### config.mk
export PLATFORM = sky130hd
export DESIGN_NAME = muldiv_unit
export DESIGN_NICKNAME = d
export VERILOG_FILES = /design/src/rtl/muldiv_pkg.sv /design/src/rtl/muldiv_cond_neg.sv /design/src/rtl/muldiv_unit.sv
export SDC_FILE = /design/constraint.sdc
export NUM_CORES = 1
export LEC_CHECK = 0
export ABC_AREA = 1
export BUFFER_PORTS_ARGS = -buffer_cell sky130_fd_sc_hd__buf_2
export CELL_PAD_IN_SITES_DETAIL_PLACEMENT = 1
export CELL_PAD_IN_SITES_GLOBAL_PLACEMENT = 1
export CORE_MARGIN = 8
export CORE_UTILIZATION = 47
export CTS_CLUSTER_DIAMETER = 80
export DETAILED_ROUTE_END_ITERATION = 10
export HOLD_SLACK_MARGIN = 0.02
export PLACE_DENSITY_LB_ADDON = 0.1
export SETUP_SLACK_MARGIN = 0.05
export SLEW_MARGIN = 25
export SYNTH_ARGS = -nofsm -noshare
export SYNTH_HDL_FRONTEND = slang
export SYNTH_SLANG_ARGS = --single-unit
### constraint.sdc
create_clock -name clk -period 16.7 [get_ports clk]
set_input_delay 0.835 -clock clk [delete_from_list [all_inputs] [get_ports clk]]
set_output_delay 0.835 -clock clk [all_outputs]
set_load 0.005 [all_outputs]
### src/rtl/muldiv_pkg.sv
// Shared definitions for the iterative multiply/divide unit: op encodings,
// FSM state enum and iteration-counter sizing.
package muldiv_pkg;

    // op[OP_KIND] selects the operation, op[OP_SIGNED] requests signed arithmetic
    localparam int   OP_KIND   = 0;
    localparam int   OP_SIGNED = 1;
    localparam logic OP_MUL    = 1'b0;
    localparam logic OP_DIV    = 1'b1;

    typedef enum logic [1:0] {
        S_IDLE = 2'd0,
        S_CALC = 2'd1,
        S_FIX  = 2'd2
    } muldiv_state_e;

    localparam int DEF_BITWIDTH = 32;

    function automatic int cnt_width(input int bw);
        return $clog2(bw);
    endfunction

    localparam int CNT_W = cnt_width(DEF_BITWIDTH);

endpackage

### src/rtl/muldiv_cond_neg.sv
// Combinational conditional two's-complement negate: o_val = i_neg ? -i_val : i_val.
module muldiv_cond_neg #(
    parameter int W = 32
) (
    input  logic         i_neg,
    input  logic [W-1:0] i_val,
    output logic [W-1:0] o_val
);

    logic [W-1:0] w_negated;

    assign w_negated = (~i_val) + {{(W-1){1'b0}}, 1'b1};
    assign o_val     = i_neg ? w_negated : i_val;

endmodule

### src/rtl/muldiv_unit.sv
// Iterative shift-add multiplier / restoring divider with HI/LO result registers.
// Signed support is compiled in when MULDIV_SIGNED_EN is defined.
module muldiv_unit
    import muldiv_pkg::*;
#(
    parameter int bitwidth = 32
) (
    input  logic                clk,
    input  logic                reset,
    input  logic                start,
    input  logic [1:0]          op,
    input  logic [bitwidth-1:0] a,
    input  logic [bitwidth-1:0] b,
    output logic                busy,
    output logic                done,
    output logic [bitwidth-1:0] hi,
    output logic [bitwidth-1:0] lo,
    output logic                div_by_zero,
    output logic [1:0]          o_dbg_state
);

    localparam int W  = bitwidth;
    localparam int CW = cnt_width(bitwidth);

    muldiv_state_e r_state;
    muldiv_state_e w_next_state;
    logic          w_load;
    logic          w_step;
    logic          w_finish;

    logic [CW-1:0]  r_cnt;
    logic           r_div;
    logic           r_b_zero;
    logic [W-1:0]   r_mcand;
    logic [W-1:0]   r_a_raw;
    logic [2*W-1:0] r_acc;
    logic           r_busy;
    logic           r_done;
    logic           r_dz;
    logic [W-1:0]   r_hi;
    logic [W-1:0]   r_lo;

    logic [W-1:0]   w_a_mag;
    logic [W-1:0]   w_b_mag;
    logic [2*W-1:0] w_prod_fix;
    logic [W-1:0]   w_quo_fix;
    logic [W-1:0]   w_rem_fix;

`ifdef MULDIV_SIGNED_EN
    logic w_signed;
    logic r_neg_lo;
    logic r_neg_hi;

    assign w_signed = op[OP_SIGNED];

    muldiv_cond_neg #(.W(W)) u_neg_a (
        .i_neg (w_signed & a[W-1]),
        .i_val (a),
        .o_val (w_a_mag)
    );

    muldiv_cond_neg #(.W(W)) u_neg_b (
        .i_neg (w_signed & b[W-1]),
        .i_val (b),
        .o_val (w_b_mag)
    );

    muldiv_cond_neg #(.W(2*W)) u_neg_prod (
        .i_neg (r_neg_lo),
        .i_val (r_acc),
        .o_val (w_prod_fix)
    );

    muldiv_cond_neg #(.W(W)) u_neg_quo (
        .i_neg (r_neg_lo),
        .i_val (r_acc[W-1:0]),
        .o_val (w_quo_fix)
    );

    // remainder follows the sign of the dividend
    muldiv_cond_neg #(.W(W)) u_neg_rem (
        .i_neg (r_neg_hi),
        .i_val (r_acc[2*W-1:W]),
        .o_val (w_rem_fix)
    );
`else
    logic w_unused_sign;

    assign w_unused_sign = op[OP_SIGNED];
    assign w_a_mag       = a;
    assign w_b_mag       = b;
    assign w_prod_fix    = r_acc;
    assign w_quo_fix     = r_acc[W-1:0];
    assign w_rem_fix     = r_acc[2*W-1:W];
`endif

    // r_acc holds {partial product, multiplier} or {partial remainder, dividend/quotient}
    logic [W:0]     w_mul_sum;
    logic [2*W-1:0] w_mul_next;
    logic [W:0]     w_div_shift;
    logic [W+1:0]   w_div_diff;
    logic [2*W-1:0] w_div_next;
    logic           w_unused_diff;

    assign w_mul_sum  = {1'b0, r_acc[2*W-1:W]} + {1'b0, r_mcand};
    assign w_mul_next = r_acc[0] ? {w_mul_sum, r_acc[W-1:1]}
                                 : {1'b0, r_acc[2*W-1:1]};

    assign w_div_shift   = {r_acc[2*W-1:W], r_acc[W-1]};
    assign w_div_diff    = {1'b0, w_div_shift} - {2'b00, r_mcand};
    assign w_unused_diff = w_div_diff[W];
    assign w_div_next    = w_div_diff[W+1] ? {w_div_shift[W-1:0], r_acc[W-2:0], 1'b0}
                                           : {w_div_diff[W-1:0],  r_acc[W-2:0], 1'b1};

    logic [W-1:0] w_res_hi;
    logic [W-1:0] w_res_lo;

    always_comb begin
        w_res_hi = w_prod_fix[2*W-1:W];
        w_res_lo = w_prod_fix[W-1:0];
        if (r_div) begin
            if (r_b_zero) begin
                w_res_hi = r_a_raw;
                w_res_lo = '1;
            end else begin
                w_res_hi = w_rem_fix;
                w_res_lo = w_quo_fix;
            end
        end
    end

    always_ff @(posedge clk or posedge reset) begin
        if (reset) begin
            r_state <= S_IDLE;
        end else begin
            r_state <= w_next_state;
        end
    end

    always_comb begin
        w_next_state = r_state;
        w_load       = 1'b0;
        w_step       = 1'b0;
        w_finish     = 1'b0;
        case (r_state)
            S_IDLE: begin
                if (start) begin
                    w_load       = 1'b1;
                    w_next_state = S_CALC;
                end
            end
            S_CALC: begin
                w_step = 1'b1;
                if (r_cnt == '0) begin
                    w_next_state = S_FIX;
                end
            end
            S_FIX: begin
                w_finish     = 1'b1;
                w_next_state = S_IDLE;
            end
            default: begin
                w_next_state = S_IDLE;
            end
        endcase
    end

    always_ff @(posedge clk or posedge reset) begin
        if (reset) begin
            r_cnt    <= '0;
            r_div    <= 1'b0;
            r_b_zero <= 1'b0;
            r_mcand  <= '0;
            r_a_raw  <= '0;
            r_acc    <= '0;
            r_busy   <= 1'b0;
            r_done   <= 1'b0;
            r_dz     <= 1'b0;
            r_hi     <= '0;
            r_lo     <= '0;
`ifdef MULDIV_SIGNED_EN
            r_neg_lo <= 1'b0;
            r_neg_hi <= 1'b0;
`endif
        end else begin
            r_done <= 1'b0;
            if (w_load) begin
                r_div    <= (op[OP_KIND] == OP_DIV);
                r_b_zero <= (b == '0);
                r_a_raw  <= a;
                r_cnt    <= CW'(W - 1);
                r_busy   <= 1'b1;
                // multiplier or dividend sits in the low half; the other operand is r_mcand
                if (op[OP_KIND] == OP_MUL) begin
                    r_acc   <= {{W{1'b0}}, w_b_mag};
                    r_mcand <= w_a_mag;
                end else begin
                    r_acc   <= {{W{1'b0}}, w_a_mag};
                    r_mcand <= w_b_mag;
                end
`ifdef MULDIV_SIGNED_EN
                r_neg_lo <= w_signed & (a[W-1] ^ b[W-1]);
                r_neg_hi <= w_signed & a[W-1];
`endif
            end
            if (w_step) begin
                r_acc <= r_div ? w_div_next : w_mul_next;
                r_cnt <= r_cnt - CW'(1);
            end
            if (w_finish) begin
                r_hi   <= w_res_hi;
                r_lo   <= w_res_lo;
                r_dz   <= r_div & r_b_zero;
                r_done <= 1'b1;
                r_busy <= 1'b0;
            end
        end
    end

    assign busy        = r_busy;
    assign done        = r_done;
    assign hi          = r_hi;
    assign lo          = r_lo;
    assign div_by_zero = r_dz;
    assign o_dbg_state = r_state;

endmodule

# After elaboration in Yosys (flattened, before gate mapping)
# Index checks and enable logic that the tools add are counted.
# totals
regBits	204
input_bits	69
output_inout_bits	69
wordCells	49
# classes
add_sub_neg	3
n_eq_ne	4
n_mux	23
bitwise	1
reduce_logical	6
# op_table
op	n
$mux 64	5
$mux 32	6
$sub 33x32->34	1
$add 32x32->33	1
$logic_not 32->1	1
$mux 5	2
$mux 1	7
$logic_not 5->1	1
$sub 5x1->5 const B	1
$mux 2	2
$ne 2x2->1 const B	2
$pmux 2 s2	1
$reduce_bool 2->1	2
$eq 2x1->1 const B	1
$eq 2x2->1 const B	1
$logic_not 2->1	1
$reduce_and 2->1	1
$and 1x1->1	1

# Longest topological paths before layout
# logic_depth
word_depth	4
depth_mapped	18
depth_no_buf	17

# Worst setup path after synthesis
# OpenSTA, ideal clock, no wires.
# synth_timing
path_kind	reg2reg
from	register r_acc[38]
to	register r_acc[42]
setup_ns	0.125
t_arrival_ns	1.959
required_time_ns	16.575
setup_slack_ns	14.616
path_stages_with_launch	14
path_buffers	2
synth_period_minus_slack_ns	2.084
path_cell_list	dfrtp_1 ha_1 nand2_2 inv_2 a21oi_2 nand3_2 nand2_2 nand2_2 nand2_4 nand2_4 buf_12 buf_6 nor3_1 o21bai_2
# synth_between
elab_chain_len	4
word_cells_on_any_way	6
cone_classes	add/sub: 2; mux: 4
# synth_rtl
element	line	text
start: declaration	muldiv_unit.sv:36	logic [2*W-1:0] r_acc;
start signal: assignment	muldiv_unit.sv:195	r_acc <= {{W{1'b0}}, w_b_mag};
start signal: assignment	muldiv_unit.sv:198	r_acc <= {{W{1'b0}}, w_a_mag};
start signal: assignment	muldiv_unit.sv:207	r_acc <= r_div ? w_div_next : w_mul_next;
$sub 33x32->34 / $add 32x32->33 (equally long branches)	muldiv_unit.sv:110, muldiv_unit.sv:105	
$mux 64 (on tied branches)	muldiv_unit.sv:112, muldiv_unit.sv:106	
$mux 64 *	muldiv_unit.sv:207	
$mux 64 *	muldiv_unit.sv:206	if (w_step) begin
# Mark *: on every way between the ends. The rest lies on a longest branch, timed or not.
# A chain may end at the register's enable or synchronous reset.

# Worst setup path in the final report
# layout_timing
from	register r_state[0] (netlist: o_dbg_state[0])
to	register r_acc[25]
# layout_between
elab_chain_len	3
word_cells_on_any_way	6
cone_classes	eq/ne: 1; mux: 3; reduce/logical: 2
# layout_rtl
element	line	text
start: declaration	muldiv_unit.sv:25	muldiv_state_e r_state;
start signal: assignment	muldiv_unit.sv:136	r_state <= w_next_state;
$eq 2x1->1 / $logic_not 2->1 (equally long branches)	muldiv_unit.sv:145	case (r_state)
$mux 1	muldiv_unit.sv:145	
$mux 64 / $reduce_bool 2->1 (equally long branches)	-	
# Several ways; a longest one is shown, not always the timed one.

==> run summary <==
Switching pwr: 0.00225 W
Worst setup margin: 13.12 ns
Starting Density: 47.2%
First-pass GRT wire length: 88.3 mm
Final period util: 21.4%
# hold bufs at CTS: 0
Core ar.: 0.0313 mm²
Critical Path Fanout Max: 66
Int Pwr: 0.00187 W
Synth-to-Final Area Change: 11.3%
Top FF cell, synth: dfrtp_1
Yosys cell types: 50
Vias after detailed routing: 15338
Placed Cells incl. Taps: 2693
Number of vias per cell: 5.61
Worst-case reg-to-reg path depth: 6
DRC viols: 0
Num CTS Buffers: 23
Lkg Pwr: 8.79 nW
Max-slew violation count: 0
Die X: 193 µm
Hold Fails Final Rpt: 0
Largest net degree at the start of global routing: 137
Clk_lat worst skew: 0.52 ns
Top-area cell type share of the netlist area: 34.5%
# Max-Cap Violations: 0
Ys async rst share: 100%
Synth warn: 0
Core Util, Final: 52.6%
Initial drt markers: 944
Status: finished clean
Drt pass-1 iters: 5
Fmax: 280 MHz
ANT nets after route: 0
Clk pwr share: 12.4%
DP Worst Slack: 13.41 ns
CTS tree: yes
Post-Route WL: 56.0 mm
Initial antenna violation count: 0
Clk sinks: 204
Crit start category: register
Synth Instances: 2237
Number of flops mapped to enable cells by yosys: 0
Clock buffer depth: 3
Routed length per instance: 20.5 µm
Critical Path End Type: register
# rows: 65
Vias in the first global route: 15644
Hpwl dp: 42.3 mm
I/O pins: 138
Die area: 0.0374 mm²
Slew headroom: 30.9%
Root buffer cell: clkbuf_16
DIE HEIGHT: 193 µm
Final Critical Period: 3.58 ns
Cell Area, Synth: 0.0148 mm²
Final setup vio count: 0
Port bufs: 136
Clock slew at reported path FFs: 0.06 ns
Worst EP required: 17.05 ns
Synthesized flop and latch total: 204
Setup_tns: 0 ns
Post-synth top area cell: dfrtp_1
# H-tree levels: 1
Min-delay worst type: input pin to asynchronous set/reset pin
Power density cells: 250 mW/mm²
Fin cells: 2733
Net Sw Frac: 54.5%
Worst vdd ir: 0.135 mV
Postcts setup bufs: 0
Nets: 2454
Post_cts resized: 0
Final GP Congestion: 0.907
RSZ-0062 raised after global routing: no
Total congestion overflow: 0
Logic gate share of total power: 66.1%
Syn_nets: 2374
Mean Syn Cell Area: 6.61 µm²
Antenna cells: 0
Top cells by area, synth: dfrtp_1 (35%), nand2_1 (18%), inv_1 (8.1%)
Register area share after synthesis: 34.5%
Worst path arrival time: 3.93 ns
Flop pwr share: 21.4%
Least-Margin Pin Slew: 1.03 ns
Crit path kind: register to register
Layout cells sized above 1: 9.78%
Max Clock Skew: 0.0118 ns
GRT Resource Usage Total: 29.2%
-- area by class of cell --
type | instances | area [µm²]
Clock buffer | 37 | 678
Clock inverter | 2 | 60.1
Fill cell | 4288 | 14800
Inverter | 328 | 1240
Multi-Input combinational cell | 1610 | 8070
Sequential cell | 204 | 5110
Tap cell | 402 | 503
Timing Repair Buffer | 150 | 806
-- sequential cells by signal (all words and copies together), names as in the netlist --
name and count:
hi 32, r_div 1, div_by_zero 1, busy 1, r_b_zero 1, r_mcand 32, r_cnt 5, done 1
r_a_raw 32, o_dbg_state 2, r_acc 64, lo 32
-- cells in the final DEF (no fill, tap or decap), drive strengths merged, types with 2 or more instances in the layout --
| cell | synthesis | layout |
|---|---|---|
| nand4 | 21 | 21 |
| inv | 326 | 324 |
| a21o | 2 | 2 |
| clkbuf | 64 | 37 |
| buf | 31 | 150 |
| o211ai | 72 | 72 |
| and3 | 2 | 2 |
| a21oi | 163 | 163 |
| o21ai | 211 | 211 |
| nor3 | 16 | 16 |
| or2 | 4 | 4 |
| clkinv | 2 | 4 |
| nand3 | 112 | 112 |
| nor4 | 3 | 3 |
| xnor2 | 7 | 7 |
| xor2 | 14 | 14 |
| a22oi | 2 | 2 |
| o22ai | 6 | 6 |
| ha | 66 | 66 |
| nand3b | 11 | 11 |
| o21bai | 10 | 10 |
| nor2 | 149 | 149 |
| bufinv | 0 | 2 |
| a31oi | 14 | 14 |
| and2 | 7 | 7 |
| dfrtp | 204 | 204 |
| fa | 2 | 2 |
| nand2 | 712 | 712 |
-- worst max-delay path: stages, from the launching register on --
cell      delay [ns]
dfrtp_1         0.45
nand2_2         0.11
inv_2           0.30
nor2_4          0.92
clkinv_2        1.04
nand3_1         0.38
o21ai_0         0.13
-- layer usage --
layer	vias to the layer above	track usage, %	wire length, µm
met5	-	0	0
met4	0	7.61	1550
met3	97	2.86	2070
met2	369	50.5	27300
met1	7509	38.5	25100
li1	7363	-	-
-- final timing paths --
check                                from          end  slack [ns]
hold reg to reg               div_by_zero  div_by_zero        0.47
setup reg to reg           o_dbg_state[0]    r_acc[25]       13.12
max in group asynchronous           reset    r_acc[59]       15.05
hold / removal                      reset         busy        0.44
min in group clk              div_by_zero  div_by_zero        0.47
setup / recovery           o_dbg_state[0]    r_acc[25]       13.12
-- per-stage QoR --
step	instance area, µm²	hold WS (ns)	total power (W)
finish	16500	0.435	0.00412
global route	16500	0.492	0.00450
CTS	16400	0.474	0.00412
detailed placement	15700	0.460	0.00358
global placement	15700	0.453	0.00346
floorplan	14800	0.443	0.00279
-- power groups by stage --
stage	Sequential (W)	Clock (W)	Combinational, W
floorplan	0.000794	0	0.00199
detailed placement	0.000888	0	0.00269
global route	0.000898	0.000536	0.00307
global placement	0.000880	0	0.00258
CTS	0.000882	0.000519	0.00272
finish	0.000884	0.000512	0.00273
-- cells by family (layout without fill, tap and decap cells) --
logic type	Yosys count	in the layout	share of synthesized area, %
compound gates	484	484	18.4
simple gates	1037	1037	28.9
buf+inv	423	517	11.1
fa+ha+maj	68	68	5.85
xor+xnor	21	21	1.24
flops	204	204	34.5
-- cell usage after synthesis, types with 6 or more instances --
master / count
nand2_1: 701
inv_1: 318
dfrtp_1: 204
o21ai_0: 200
a21oi_1: 161
nor2_1: 145
nand3_1: 110
ha_1: 66
o211ai_1: 66
clkbuf_1: 64
buf_1: 22
nand4_1: 21
nor3_1: 15
a31oi_1: 14
xor2_1: 14
nand3b_1: 11
o21ai_1: 10
o21bai_1: 9
inv_2: 8
nand2_2: 8
xnor2_1: 7
and2_1: 6
o211ai_2: 6
o22ai_1: 6
Note: power is estimated with default switching activity, not from simulation.
